===== src/rtl/nanorv32_periph_pkg.sv =====
// Shared peripheral-side definitions: bridge FSM encodings, APB strobe width
// and the default peripheral window used by both the bridge and the arbiter decode.
package nanorv32_periph_pkg;

    localparam logic [1:0] ST_IDLE   = 2'b00;
    localparam logic [1:0] ST_SETUP  = 2'b01;
    localparam logic [1:0] ST_ACCESS = 2'b10;

    localparam int APB_STRB_W = 4;

    localparam logic [31:0] DEFAULT_PERIPH_BASE = 32'h0001_0000;
    localparam int          DEFAULT_PERIPH_AW   = 12;

    typedef logic [APB_STRB_W-1:0] apb_strb_t;

endpackage


===== src/rtl/nanorv32_apb_bridge_if.sv =====
// APB3 segment signals between the bridge (master) and the peripherals (slave).
interface nanorv32_apb_bridge_if
    import nanorv32_periph_pkg::*;
#(
    parameter int AW = DEFAULT_PERIPH_AW
);

    logic          psel;
    logic          penable;
    logic          pwrite;
    logic [AW-1:0] paddr;
    logic [31:0]   pwdata;
    apb_strb_t     pstrb;
    logic [31:0]   prdata;
    logic          pready;
    logic          pslverr;

    modport master (
        output psel, penable, pwrite, paddr, pwdata, pstrb,
        input  prdata, pready, pslverr
    );

    modport slave (
        input  psel, penable, pwrite, paddr, pwdata, pstrb,
        output prdata, pready, pslverr
    );

endinterface


===== src/rtl/nanorv32_apb_wdog.sv =====
// Saturating 8-bit ACCESS-cycle counter; expire flags the cycle in which the
// running count reaches TIMEOUT.
module nanorv32_apb_wdog #(
    parameter int TIMEOUT = 255
) (
    input  logic clk,
    input  logic rst_n,
    input  logic load,
    input  logic enable,
    output logic expire
);

    logic [7:0] count;

    always_ff @(posedge clk or negedge rst_n) begin
        if (!rst_n) begin
            count <= 8'd0;
        end else if (load) begin
            count <= 8'd0;
        end else if (enable && count != 8'hFF) begin
            count <= count + 8'd1;
        end
    end

    // count holds completed ACCESS cycles, so the current one is count+1
    assign expire = enable && (count >= 8'(TIMEOUT - 1));

endmodule


===== src/rtl/nanorv32_apb_bridge.sv =====
// CPU data-interface to APB3 master bridge for the peripheral window, with
// early-ready completion, timeout abort and a sticky error flag.
module nanorv32_apb_bridge
    import nanorv32_periph_pkg::*;
#(
    parameter logic [31:0] PERIPH_BASE   = DEFAULT_PERIPH_BASE,
    parameter int          PERIPH_AW     = DEFAULT_PERIPH_AW,
    parameter int          TIMEOUT       = 255,
    parameter logic [31:0] TIMEOUT_RDATA = 32'hDEAD_BEEF
) (
    input  logic        clk,
    input  logic        rst_n,
    input  logic [31:0] cpu_dataif_addr,
    input  logic [31:0] cpu_dataif_wdata,
    input  logic [3:0]  cpu_dataif_bytesel,
    input  logic        cpu_dataif_we,
    input  logic        cpu_dataif_req,
    output logic [31:0] periph_cpu_rdata,
    output logic        periph_cpu_early_ready,
    output logic        periph_hit,
    output logic        err_sticky,
    input  logic        err_clr,
    nanorv32_apb_bridge_if.master apb
);

    logic [1:0] state;
    logic [1:0] state_nxt;
    logic       start;
    logic       in_access;
    logic       done_ok;
    logic       abort;
    logic       expire;
    logic       unused_addr_lsbs;

    assign unused_addr_lsbs = ^cpu_dataif_addr[1:0];

    assign periph_hit = (cpu_dataif_addr[31:PERIPH_AW] == PERIPH_BASE[31:PERIPH_AW]);
    assign start      = (state == ST_IDLE) && cpu_dataif_req && periph_hit;
    assign in_access  = (state == ST_ACCESS);
    assign done_ok    = in_access && apb.pready;
    assign abort      = in_access && !apb.pready && expire;

    assign periph_cpu_early_ready = done_ok || abort;
    assign apb.psel    = (state == ST_SETUP) || in_access;
    assign apb.penable = in_access;

    always_comb begin
        state_nxt = ST_IDLE;
        case (state)
            ST_IDLE:   state_nxt = start ? ST_SETUP : ST_IDLE;
            ST_SETUP:  state_nxt = ST_ACCESS;
            ST_ACCESS: state_nxt = (done_ok || abort) ? ST_IDLE : ST_ACCESS;
            default:   state_nxt = ST_IDLE;
        endcase
    end

    always_ff @(posedge clk or negedge rst_n) begin
        if (!rst_n) begin
            state <= ST_IDLE;
        end else begin
            state <= state_nxt;
        end
    end

    // Request is latched once; APB outputs then hold through SETUP/ACCESS and linger in IDLE
    always_ff @(posedge clk or negedge rst_n) begin
        if (!rst_n) begin
            apb.paddr  <= '0;
            apb.pwdata <= 32'd0;
            apb.pwrite <= 1'b0;
            apb.pstrb  <= '0;
        end else if (start) begin
            apb.paddr  <= {cpu_dataif_addr[PERIPH_AW-1:2], 2'b00};
            apb.pwdata <= cpu_dataif_wdata;
            apb.pwrite <= cpu_dataif_we;
            apb.pstrb  <= cpu_dataif_we ? cpu_dataif_bytesel : '0;
        end
    end

    always_ff @(posedge clk or negedge rst_n) begin
        if (!rst_n) begin
            periph_cpu_rdata <= 32'd0;
        end else if (done_ok && !apb.pwrite) begin
            periph_cpu_rdata <= apb.pslverr ? 32'd0 : apb.prdata;
        end else if (abort && !apb.pwrite) begin
            periph_cpu_rdata <= TIMEOUT_RDATA;
        end
    end

    always_ff @(posedge clk or negedge rst_n) begin
        if (!rst_n) begin
            err_sticky <= 1'b0;
        end else if ((done_ok && apb.pslverr) || abort) begin
            err_sticky <= 1'b1;
        end else if (err_clr) begin
            err_sticky <= 1'b0;
        end
    end

    nanorv32_apb_wdog #(
        .TIMEOUT (TIMEOUT)
    ) u_wdog (
        .clk    (clk),
        .rst_n  (rst_n),
        .load   (start),
        .enable (in_access),
        .expire (expire)
    );

endmodule

===== src/flat_wrapper.sv =====
// flat-port wrapper written by rule: the top's interface ports become plain ports
module nanorv32_apb_bridge_flat import nanorv32_periph_pkg::*;
#(
    parameter logic [31:0] PERIPH_BASE   = DEFAULT_PERIPH_BASE,
    parameter int          PERIPH_AW     = DEFAULT_PERIPH_AW,
    parameter int          TIMEOUT       = 255,
    parameter logic [31:0] TIMEOUT_RDATA = 32'hDEAD_BEEF
)
  (clk, rst_n, cpu_dataif_addr, cpu_dataif_wdata, cpu_dataif_bytesel, cpu_dataif_we, cpu_dataif_req, periph_cpu_rdata, periph_cpu_early_ready, periph_hit, err_sticky, err_clr, apb_psel, apb_penable, apb_pwrite, apb_paddr, apb_pwdata, apb_pstrb, apb_prdata, apb_pready, apb_pslverr);
  nanorv32_apb_bridge_if apb_i ();
  input  logic clk;
  input  logic rst_n;
  input  logic [31:0] cpu_dataif_addr;
  input  logic [31:0] cpu_dataif_wdata;
  input  logic [3:0] cpu_dataif_bytesel;
  input  logic cpu_dataif_we;
  input  logic cpu_dataif_req;
  output logic [31:0] periph_cpu_rdata;
  output logic periph_cpu_early_ready;
  output logic periph_hit;
  output logic err_sticky;
  input  logic err_clr;
  output wire logic [$bits(apb_i.psel)-1:0] apb_psel;
  output wire logic [$bits(apb_i.penable)-1:0] apb_penable;
  output wire logic [$bits(apb_i.pwrite)-1:0] apb_pwrite;
  output wire logic [$bits(apb_i.paddr)-1:0] apb_paddr;
  output wire logic [$bits(apb_i.pwdata)-1:0] apb_pwdata;
  output wire logic [$bits(apb_i.pstrb)-1:0] apb_pstrb;
  input wire logic [$bits(apb_i.prdata)-1:0] apb_prdata;
  input wire logic [$bits(apb_i.pready)-1:0] apb_pready;
  input wire logic [$bits(apb_i.pslverr)-1:0] apb_pslverr;
  assign apb_psel = apb_i.psel;
  assign apb_penable = apb_i.penable;
  assign apb_pwrite = apb_i.pwrite;
  assign apb_paddr = apb_i.paddr;
  assign apb_pwdata = apb_i.pwdata;
  assign apb_pstrb = apb_i.pstrb;
  assign apb_i.prdata = apb_prdata;
  assign apb_i.pready = apb_pready;
  assign apb_i.pslverr = apb_pslverr;
  nanorv32_apb_bridge #(.PERIPH_BASE(PERIPH_BASE), .PERIPH_AW(PERIPH_AW), .TIMEOUT(TIMEOUT), .TIMEOUT_RDATA(TIMEOUT_RDATA)) u_core (.clk(clk), .rst_n(rst_n), .cpu_dataif_addr(cpu_dataif_addr), .cpu_dataif_wdata(cpu_dataif_wdata), .cpu_dataif_bytesel(cpu_dataif_bytesel), .cpu_dataif_we(cpu_dataif_we), .cpu_dataif_req(cpu_dataif_req), .periph_cpu_rdata(periph_cpu_rdata), .periph_cpu_early_ready(periph_cpu_early_ready), .periph_hit(periph_hit), .err_sticky(err_sticky), .err_clr(err_clr), .apb(apb_i));
endmodule

===== config.mk =====
export PLATFORM = sky130hd
export DESIGN_NAME = nanorv32_apb_bridge_flat
export DESIGN_NICKNAME = d
export VERILOG_FILES = /design/src/rtl/nanorv32_periph_pkg.sv /design/src/rtl/nanorv32_apb_bridge_if.sv /design/src/rtl/nanorv32_apb_wdog.sv /design/src/rtl/nanorv32_apb_bridge.sv /design/src/flat_wrapper.sv
export SDC_FILE = /design/constraint.sdc
export NUM_CORES = 1
export LEC_CHECK = 0
export CORE_MARGIN = 2
export CORE_UTILIZATION = 43
export DETAILED_ROUTE_END_ITERATION = 8
export MAX_ROUTING_LAYER = met4
export PLACE_DENSITY_LB_ADDON = 0.2
export SYNTH_ARGS = -nofsm -noshare
export SYNTH_HDL_FRONTEND = slang
export SYNTH_HIERARCHICAL = 1
export SYNTH_SLANG_ARGS = --single-unit

===== constraint.sdc =====
create_clock -name clk -period 4.25 [get_ports clk]
set_clock_uncertainty 0.05 [all_clocks]
set_input_delay 0.85 -clock clk [delete_from_list [all_inputs] [get_ports clk]]
set_output_delay 0.85 -clock clk [all_outputs]
set_load 0.01 [all_outputs]

# ---- Word level (Yosys, flattened, before mapping)
# Index checks and enable logic that the tools add are counted.
dict set report word_totals {
  register_bits 90
  out_inout_bits 86
  wordCells 44
}
dict set report op_classes {
  add_sub_neg 1
  order_cmp 1
  eq_ne 4
  n_mux 11
  reduce_logical 19
}
# cell count
set op_table {}
lappend op_table {{32-bit two-way mux} 3}
lappend op_table {{20-bit by 5-bit equality test with 1-bit output (second input constant)} 1}
lappend op_table {{8-bit two-way mux} 2}
lappend op_table {{1-bit logical AND} 10}
lappend op_table {{8-bit by 1-bit adder with 8-bit output (second input constant)} 1}
lappend op_table {{8-bit greater-or-equal comparator (second input constant)} 1}
lappend op_table {{8-bit != test (second input constant)} 1}
lappend op_table {{2-bit case mux with 3 select lines} 1}
lappend op_table {{2-bit nonzero test} 3}
lappend op_table {{4-bit two-way mux} 1}
lappend op_table {{1-bit logical OR} 3}
lappend op_table {{1-bit two-way mux} 3}
lappend op_table {{2-bit by 1-bit equality test with 1-bit output (second input constant)} 1}
lappend op_table {{2-bit equality test (second input constant)} 1}
lappend op_table {{1-bit zero test} 2}
lappend op_table {{2-bit zero test} 1}
lappend op_table {{2-bit two-way mux} 1}

# ---- Longest topological paths before layout
# Gate-level depths: netlist (run 1).
dict set report depth {
  depth_word 6
  mapped_depth 9
  ltp_nobuf 8
}

# ---- By module
# Netlist (run 1), hierarchy kept.
# mod n_inst cells_per_inst area_each_um2
set by_module_without_submodules {}
lappend by_module_without_submodules {nanorv32_apb_bridge 1 237 3316.9}
lappend by_module_without_submodules {nanorv32_apb_wdog 1 52 491.7}

# ---- Least setup slack after synthesis (run 1)
# No wires, ideal clock.
dict set report synth_path {
  kind {input-to-reg}
  from {input port cpu_dataif_addr[14]}
  to {register u_core.u_wdog.count[5]}
  setup_time_ps 125
  t_arrival_ps 2409
  t_required_ps 4075
  slack_ps 1666
  path_stages 7
  n_path_buf 1
  cell_sequence {nor4_1 -> nand3_1 -> or3_1 -> inv_1 -> buf_1 -> nor2_1 -> mux2_2}
}
dict set report synth_between {
  elab_chain_len 3
  word_cells_on_any_way 4
}
# element line
set synth_lines {}
lappend synth_lines {{start, declared} flat_wrapper.sv:13} ;# input logic [31:0] cpu_dataif_addr;
lappend synth_lines {{20-bit by 5-bit equality test with 1-bit output *} nanorv32_apb_bridge.sv:37} ;# assign periph_hit = (cpu_dataif_addr[31:PERIPH_AW] == PERIPH_BASE[31:PERIPH_AW]);
lappend synth_lines {{1-bit logical AND *} nanorv32_apb_bridge.sv:38} ;# assign start = (state == ST_IDLE) && cpu_dataif_req && periph_hit;
lappend synth_lines {{net u_core.start} nanorv32_apb_bridge.sv:28} ;# logic start;
lappend synth_lines {{8-bit two-way mux / 2-bit nonzero test (equally long branches)} n/a}
lappend synth_lines {{end signal, assigned} nanorv32_apb_wdog.sv:21} ;# count <= count + 8'd1;
lappend synth_lines {{end, declared} nanorv32_apb_wdog.sv:13} ;# logic [7:0] count;
# The timed path passes the listed nets; every way through them passes the cells marked *.
# A chain may end at the register's enable or synchronous reset.

# ---- Worst setup path after layout (run 1)
dict set report layout_path {
  from {input port cpu_dataif_addr[27]}
  to {output port periph_hit}
}
dict set report layout_between {
  elab_chain_len 1
}
# element line
set layout_lines {}
lappend layout_lines {{20-bit by 5-bit equality test with 1-bit output} nanorv32_apb_bridge.sv:37}
lappend layout_lines {{end, declared} flat_wrapper.sv:20} ;# output logic periph_hit;
# No other way between the ends.

==> results.py, run 1 <==
metrics = {
    "finish": {
        "regArea_mm2": 0.00225,
        "drive_gt1_share_pct": 7.02,
        "diodes": 0,
        "fin_cells": 592,
        "design_area_mm2": 0.00598,
        "multiInputGateArea_mm2": 0.00144,
        "area_delta_synth_final_pct": 57.1,
        "nets": 591,
        "fillers": 680,
    },
    "logic_synthesis": {
        "synth.avg_cell_area_um2": 13.2,
        "yosys_warnings": 6,
        "synth_compound_area_share_pct": 11.5,
        "synth_edf_count": 0,
        "synth_top_family_by_area": "multiplexers",
        "synth_commonest_cells": "dfrtp_1 (90), mux2_1 (40), nor2b_1 (25)",
        "ys.flop_type": "dfrtp_1",
        "synth-xor-area-share_pct": 0,
        "synthAdderAreaFrac_pct": 1.64,
        "synth_top_cell_by_area": "dfrtp_1",
        "async_flop_share_pct": 100,
        "syn-cell-area_mm2": 0.00381,
        "synth-seq-cells": 90,
        "yosys.area_share.simple_pct": 10.8,
        "ys_types": 42,
        "yosys-top-cells-area": "dfrtp_1 (59%), mux2_1 (12%), o22a_1 (5.5%), nor2b_1 (4.1%), a22o_1 (1.8%)",
        "synth_most_common_cell": "dfrtp_1",
        "ys_seq_area_share_pct": 59.1,
        "synth_cells": 289,
        "muxShareOfSynthArea_pct": 13.6,
        "netlist.area_leader.share_pct": 59.1,
    },
    "route": {
        "vias_per_cell": 5.10,
        "route.detailed.wl_per_inst_um": 16.5,
        "num_vias": 3022,
        "first_iter_violations": 70,
        "drtPass1Iterations": 4,
        "ant_nets": 0,
        "drt-total-wl_mm": 9.77,
        "drc_errors": 0,
    },
    "die": {
        "die_area_mm2": 0.00963,
        "core_mm2": 0.00864,
        "die_h_um": 98.1,
        "die_width_um": 98.1,
        "core.rowCount": 34,
        "start_util_pct": 44.1,
        "ios": 193,
    },
    "critical_path": {
        "cp_max_fo": 7,
        "path_cells": "clkdlybuf4s50_1 > nor4_1 > nand3_1 > nor2_1 > clkdlybuf4s50_1",
        "timing.rr.start": "u_core/state[0]",
        "cp-endpoint": "periph_hit",
        "crit_path_start": "cpu_dataif_addr[27]",
        "crit_type": "primary input to output pin",
        "rr_worst_depth": 7,
        "r2r_end": "u_core/periph_cpu_rdata[8]",
        "start_kind": "primary input",
        "crit_slowest_cell": "clkdlybuf4s50_1",
        "cp.arrival_ps": 2580,
        "cpMostUsedCell": "clkdlybuf4s50_1",
        "slowest_delay_ps": 550,
        "required_ps": 3350,
        "r2r_setup_slack_ps": 1920,
        "cp-end-kind": "output pin",
    },
    "global_route": {
        "grt_usage_pct": 21.3,
        "grt_pass1_vias": 3147,
        "overflow": 0,
        "antenna_found_initial": 0,
        "grt_max_degree": 73,
        "grt_pass1_wl_mm": 16.0,
    },
    "timing": {
        "finalSetupViolCount": 0,
        "max_freq_mhz": 287,
        "period_needed_ps": 3480,
        "worst_pin_slew_ps": 896,
        "maxSlewViolCount": 0,
        "slew_headroom_pct": 40.3,
        "setup_ws_ps": 768,
        "rsz0062_at_grt": "no",
        "tns_ps": 0,
        "hold_violations": 0,
        "final.period_utilization_pct": 81.9,
    },
    "hold_path": {
        "min-delay-path-class": "flip-flop to flip-flop",
    },
    "status": {
        "status": "finished clean",
    },
    "clock_network": {
        "cts_buffers": 9,
        "cts_resized": 0,
        "cts_max_level": 3,
        "holdBufCountCts": 0,
        "postCtsSetupBuffers": 0,
        "cts_sinks": 90,
        "clkTransAtPathRegs_ps": 100,
        "ctsRootBufferMaster": "clkbuf_8",
        "clkLatencyLatePin_ps": 340,
        "cts_tree": "built",
        "max-clock-path-buffers": 2,
    },
    "placement": {
        "dpl.cell_count": 576,
        "placed_cell_area_mm2": 0.00578,
        "dp_slack_ps": 773,
        "gp_congestion": 0.862,
        "hpwl_mm": 7.24,
        "portBuffers": 188,
    },
    "job": {
        "max_cap_violations": 0,
    },
    "power": {
        "power.leakage_nw": 2.65,
        "peakVddDrop_mv": 0.278,
        "power.density_mw_per_mm2": 385,
    },
}
-- cells in the final DEF (no fill, tap or decap), drive strengths merged, types with 5 or more instances in the layout --
cell	instances
a22o	8
nand3	6
o21ai	9
inv	10
dfrtp	90
ha	5
buf	6
clkdlybuf4s50	187
o22a	24
nor2b	25
nand2	10
mux2	46
nor2	7
clkbuf	10
-- per-layer routing --
metal  wire [um]  track usage [%]  vias to the layer above  share of wire [%]
met2        4780             35.1                      122                 49
met3         614             4.01                       10                6.3
li1            -                -                     1421                  -
met5           0                -                        -                  0
met4         116             6.94                        0                1.2
met1        4260             26.6                     1469                 44
-- worst min path at each step --
stage | from | end | slack (ps) | depth (start not counted)
finish | u_core/apb.paddr[2] | u_core/apb.paddr[2] | 440 | 1
global route | u_core/apb.pwdata[2] | u_core/apb.pwdata[2] | 460 | 1
CTS | u_core/apb.pwdata[23] | u_core/apb.pwdata[23] | 450 | 1
detailed placement | u_core/apb.pwdata[2] | u_core/apb.pwdata[2] | 420 | 1
global placement | u_core/apb.pwdata[3] | u_core/apb.pwdata[3] | 420 | 1
floorplan | u_core/state[1] | u_core/state[1] | 440 | 1
-- flip-flops by register name (all words and copies together), names as in the netlist --
name	cells
u_core/apb.pwdata	32
u_core/periph_cpu_rdata	32
u_core/apb.paddr	10
u_core/u_wdog/count	8
u_core/apb.pstrb	4
u_core/state	2
u_core/apb.pwrite	1
u_core/err_sticky	1
-- area by class of cell --
cell class	instances	share of cell area, %
clock buffer	10	2.13
clock inverter	6	1.23
inverter	8	0.502
multi-input combinational	177	24.0
sequential	90	37.6
tap	108	2.26
timing repair buffer	193	32.2
-- kinds of logic after synthesis --
| kind of cell | Yosys count |
|---|---|
| DFF | 90 |
| muxes | 46 |
| and+or+nand+nor | 68 |
| AOI/OAI and AO/OA | 56 |
| adders and majority gates | 5 |
| buffers and inverters | 23 |
| other | 1 |
-- where the power goes --
| part | internal [mW] | switching, mW |
|---|---|---|
| registers | 0.987 | 0.101 |
| logic | 0.392 | 0.233 |
| clock network | 0.280 | 0.313 |
| total | 1.66 | 0.647 |
-- worst max-delay path, delay by kind of cell --
kind	cells	cell delay, ps
buffers and inverters	2	950
and+or+nand+nor	3	780
-- per-stage QoR --
stage	hold WS [ps]	util (%)	total power, mW
6_report	441	69.3	2.31
4_1_cts	447	69.3	2.33
3_5_place_dp	424	67.0	1.73
3_3_place_gp	416	67.0	1.71
5_1_grt	457	69.3	2.43
2_1_floorplan	443	-	1.34
No activity file was read; power rests on OpenSTA's default activity.
==> run 2, diff against run 1 <==
--- a/config.mk
+++ b/config.mk
@@ -6,7 +6,7 @@
 export NUM_CORES = 1
 export LEC_CHECK = 0
 export CORE_MARGIN = 2
-export CORE_UTILIZATION = 43
+export CORE_UTILIZATION = 36
 export DETAILED_ROUTE_END_ITERATION = 8
 export MAX_ROUTING_LAYER = met4
 export PLACE_DENSITY_LB_ADDON = 0.2
==> constraint.sdc (replaced) <==
create_clock -name clk -period 3.1 [get_ports clk]
set_clock_uncertainty 0.05 [all_clocks]
set_input_delay 0.62 -clock clk [delete_from_list [all_inputs] [get_ports clk]]
set_output_delay 0.62 -clock clk [all_outputs]
set_load 0.01 [all_outputs]
==> run 2 against run 1 <==
Net effect:
- non-clock buffer count rose by 5
- hold slack worse by 270 ps
- sequential power increased by 38%
- total power rose by 38%
- via count grew 0.20%
- sequential share of layout area decreased by 0.55 points
- flip-flop and latch count did not move
- first-iteration DRC count rose by 59%
- die area is 19% higher
- largest power group unchanged
- combinational power grew 37%
==> results.py, run 2 (synthesis gave the netlist of run 1 again) <==
metrics = {
    "power": {
        "seqPwrFrac_pct": 47.0,
        "peakVddDrop_mv": 0.331,
        "swShare_pct": 28.3,
        "combPwrFrac_pct": 26.8,
        "intPower_mw": 2.28,
        "power.density_mw_per_mm2": 524,
        "power.leakage_nw": 2.68,
        "clockPowerShare_pct": 26.2,
        "switching_power_mw": 0.900,
        "finalPower_mw": 3.18,
    },
    "clock_network": {
        "max-clock-path-buffers": 2,
        "clkTransAtPathRegs_ps": 100,
        "clkLatencyLatePin_ps": 350,
        "cts_sinks": 90,
        "cts_buffers": 9,
        "cts_resized": 0,
        "cts_max_level": 3,
        "postCtsSetupBuffers": 0,
        "ctsRootBufferMaster": "clkbuf_8",
        "holdBufCountCts": 0,
        "cts_tree": "built",
    },
    "timing": {
        "max_freq_mhz": 352,
        "worst_pin_slew_ps": 703,
        "hold_violations": 0,
        "setup_ws_ps": 262,
        "period_needed_ps": 2840,
        "finalSetupViolCount": 0,
        "final.period_utilization_pct": 91.6,
        "tns_ps": 0,
        "rsz0062_at_grt": "no",
        "maxSlewViolCount": 0,
        "slew_headroom_pct": 52.9,
    },
    "job": {
        "max_cap_violations": 0,
    },
    "route": {
        "drc_errors": 0,
        "drt-total-wl_mm": 9.88,
        "first_iter_violations": 111,
        "ant_nets": 0,
        "route.detailed.wl_per_inst_um": 15.8,
        "drtPass1Iterations": 4,
        "vias_per_cell": 4.84,
        "num_vias": 3028,
    },
    "die": {
        "ios": 193,
        "start_util_pct": 37.1,
        "core.rowCount": 37,
        "core_mm2": 0.0103,
        "die_h_um": 107,
        "die_width_um": 107,
        "die_area_mm2": 0.0114,
    },
    "critical_path": {
        "cp-end-kind": "output pin",
        "rr_worst_depth": 7,
        "slowest_delay_ps": 500,
        "timing.rr.start": "u_core/state[0]",
        "cp.arrival_ps": 2170,
        "path_buf_inv": 3,
        "path_delay_family": "buffers and inverters",
        "path_cells": "inv_1 > ha_1 > o21ai_0 > nor3_1 > o21ai_0 > inv_1 > clkdlybuf4s50_1",
        "cp_num_cells": 7,
        "crit_type": "flip-flop to output pin",
        "cp_max_fo": 5,
        "r2r_end": "u_core/periph_cpu_rdata[17]",
        "start_kind": "flip-flop",
        "r2r_setup_slack_ps": 1000,
        "required_ps": 2430,
        "crit_slowest_cell": "clkdlybuf4s50_1",
    },
    "finish": {
        "reg_top3": "u_core/apb.pwdata x32, u_core/periph_cpu_rdata x32, u_core/apb.paddr x10",
        "nets": 596,
        "layout_common_cells": "clkdlybuf4s50_1 (187), dfrtp_1 (90), mux2_1 (40), nor2b_1 (25), o22a_1 (24)",
        "final_common_cell": "clkdlybuf4s50_1",
        "fin_cells": 625,
        "diodes": 0,
        "drive_gt1_share_pct": 8.18,
        "design_area_mm2": 0.00607,
        "fillers": 875,
        "area_delta_synth_final_pct": 59.4,
    },
    "hold_path": {
        "min-delay-path-class": "primary input to async pin",
    },
    "placement": {
        "placed_cell_area_mm2": 0.00587,
        "portBuffers": 188,
        "hpwl_mm": 7.43,
        "dpl.cell_count": 609,
        "dp_slack_ps": 333,
        "gp_congestion": 0.808,
    },
    "global_route": {
        "grt_pass1_vias": 3201,
        "overflow": 0,
        "grt_usage_pct": 18.2,
        "grt_pass1_wl_mm": 15.9,
        "antenna_found_initial": 0,
        "grt_max_degree": 54,
    },
    "status": {
        "status": "finished clean",
    },
}
[run 2: cell types whose count changed in the layout (fill, tap and decap cells not counted), sizes merged]
cell    previous run  this run
clkinv             3         1
buf                6        11
clkbuf            10         9
inv               10        13
[run 2: power groups by stage]
stage / logic (mW) / registers (mW) / clock network [mW]
after floorplan: 0.278 / 1.56 / 0
after global placement: 0.845 / 1.50 / 0
after detailed placement: 0.861 / 1.51 / 0
after CTS: 0.866 / 1.49 / 0.875
after global routing: 0.926 / 1.52 / 0.926
final: 0.854 / 1.50 / 0.834
[run 2: layout make-up]
type	instances	area (um2)	share of cell area, %
sequential	90	2250	37.1
timing repair buffer	198	1980	32.6
multi-input combinational	177	1440	23.6
tap	136	170	2.80
clock buffer	9	124	2.04
clock inverter	7	81.3	1.34
inverter	8	30.0	0.495
[run 2: how the worst max path moves through the flow]
stage,startpoint,end,slack [ps]
2_1_floorplan,cpu_dataif_addr[14],u_core/u_wdog/count[5],750
3_5_place_dp,cpu_dataif_addr[27],periph_hit,330
4_1_cts,u_core/u_wdog/count[0],periph_cpu_early_ready,200
3_3_place_gp,cpu_dataif_addr[27],periph_hit,350
6_report,u_core/u_wdog/count[0],periph_cpu_early_ready,260
5_1_grt,u_core/u_wdog/count[0],periph_cpu_early_ready,110
[run 2: metrics by stage]
step,hold WS (ps),util [%]
after floorplan,274,-
after global placement,416,57.1
after detailed placement,425,57.1
after CTS,190,59.1
after global routing,193,59.1
final,171,59.1
[run 2: metal layers]
metal	track usage (%)	up-vias	wire [um]
met4	4.92	0	82
met2	29.7	119	4780
met1	23.1	1469	4370
met5	-	-	0
met3	3.95	9	643
li1	-	1431	-
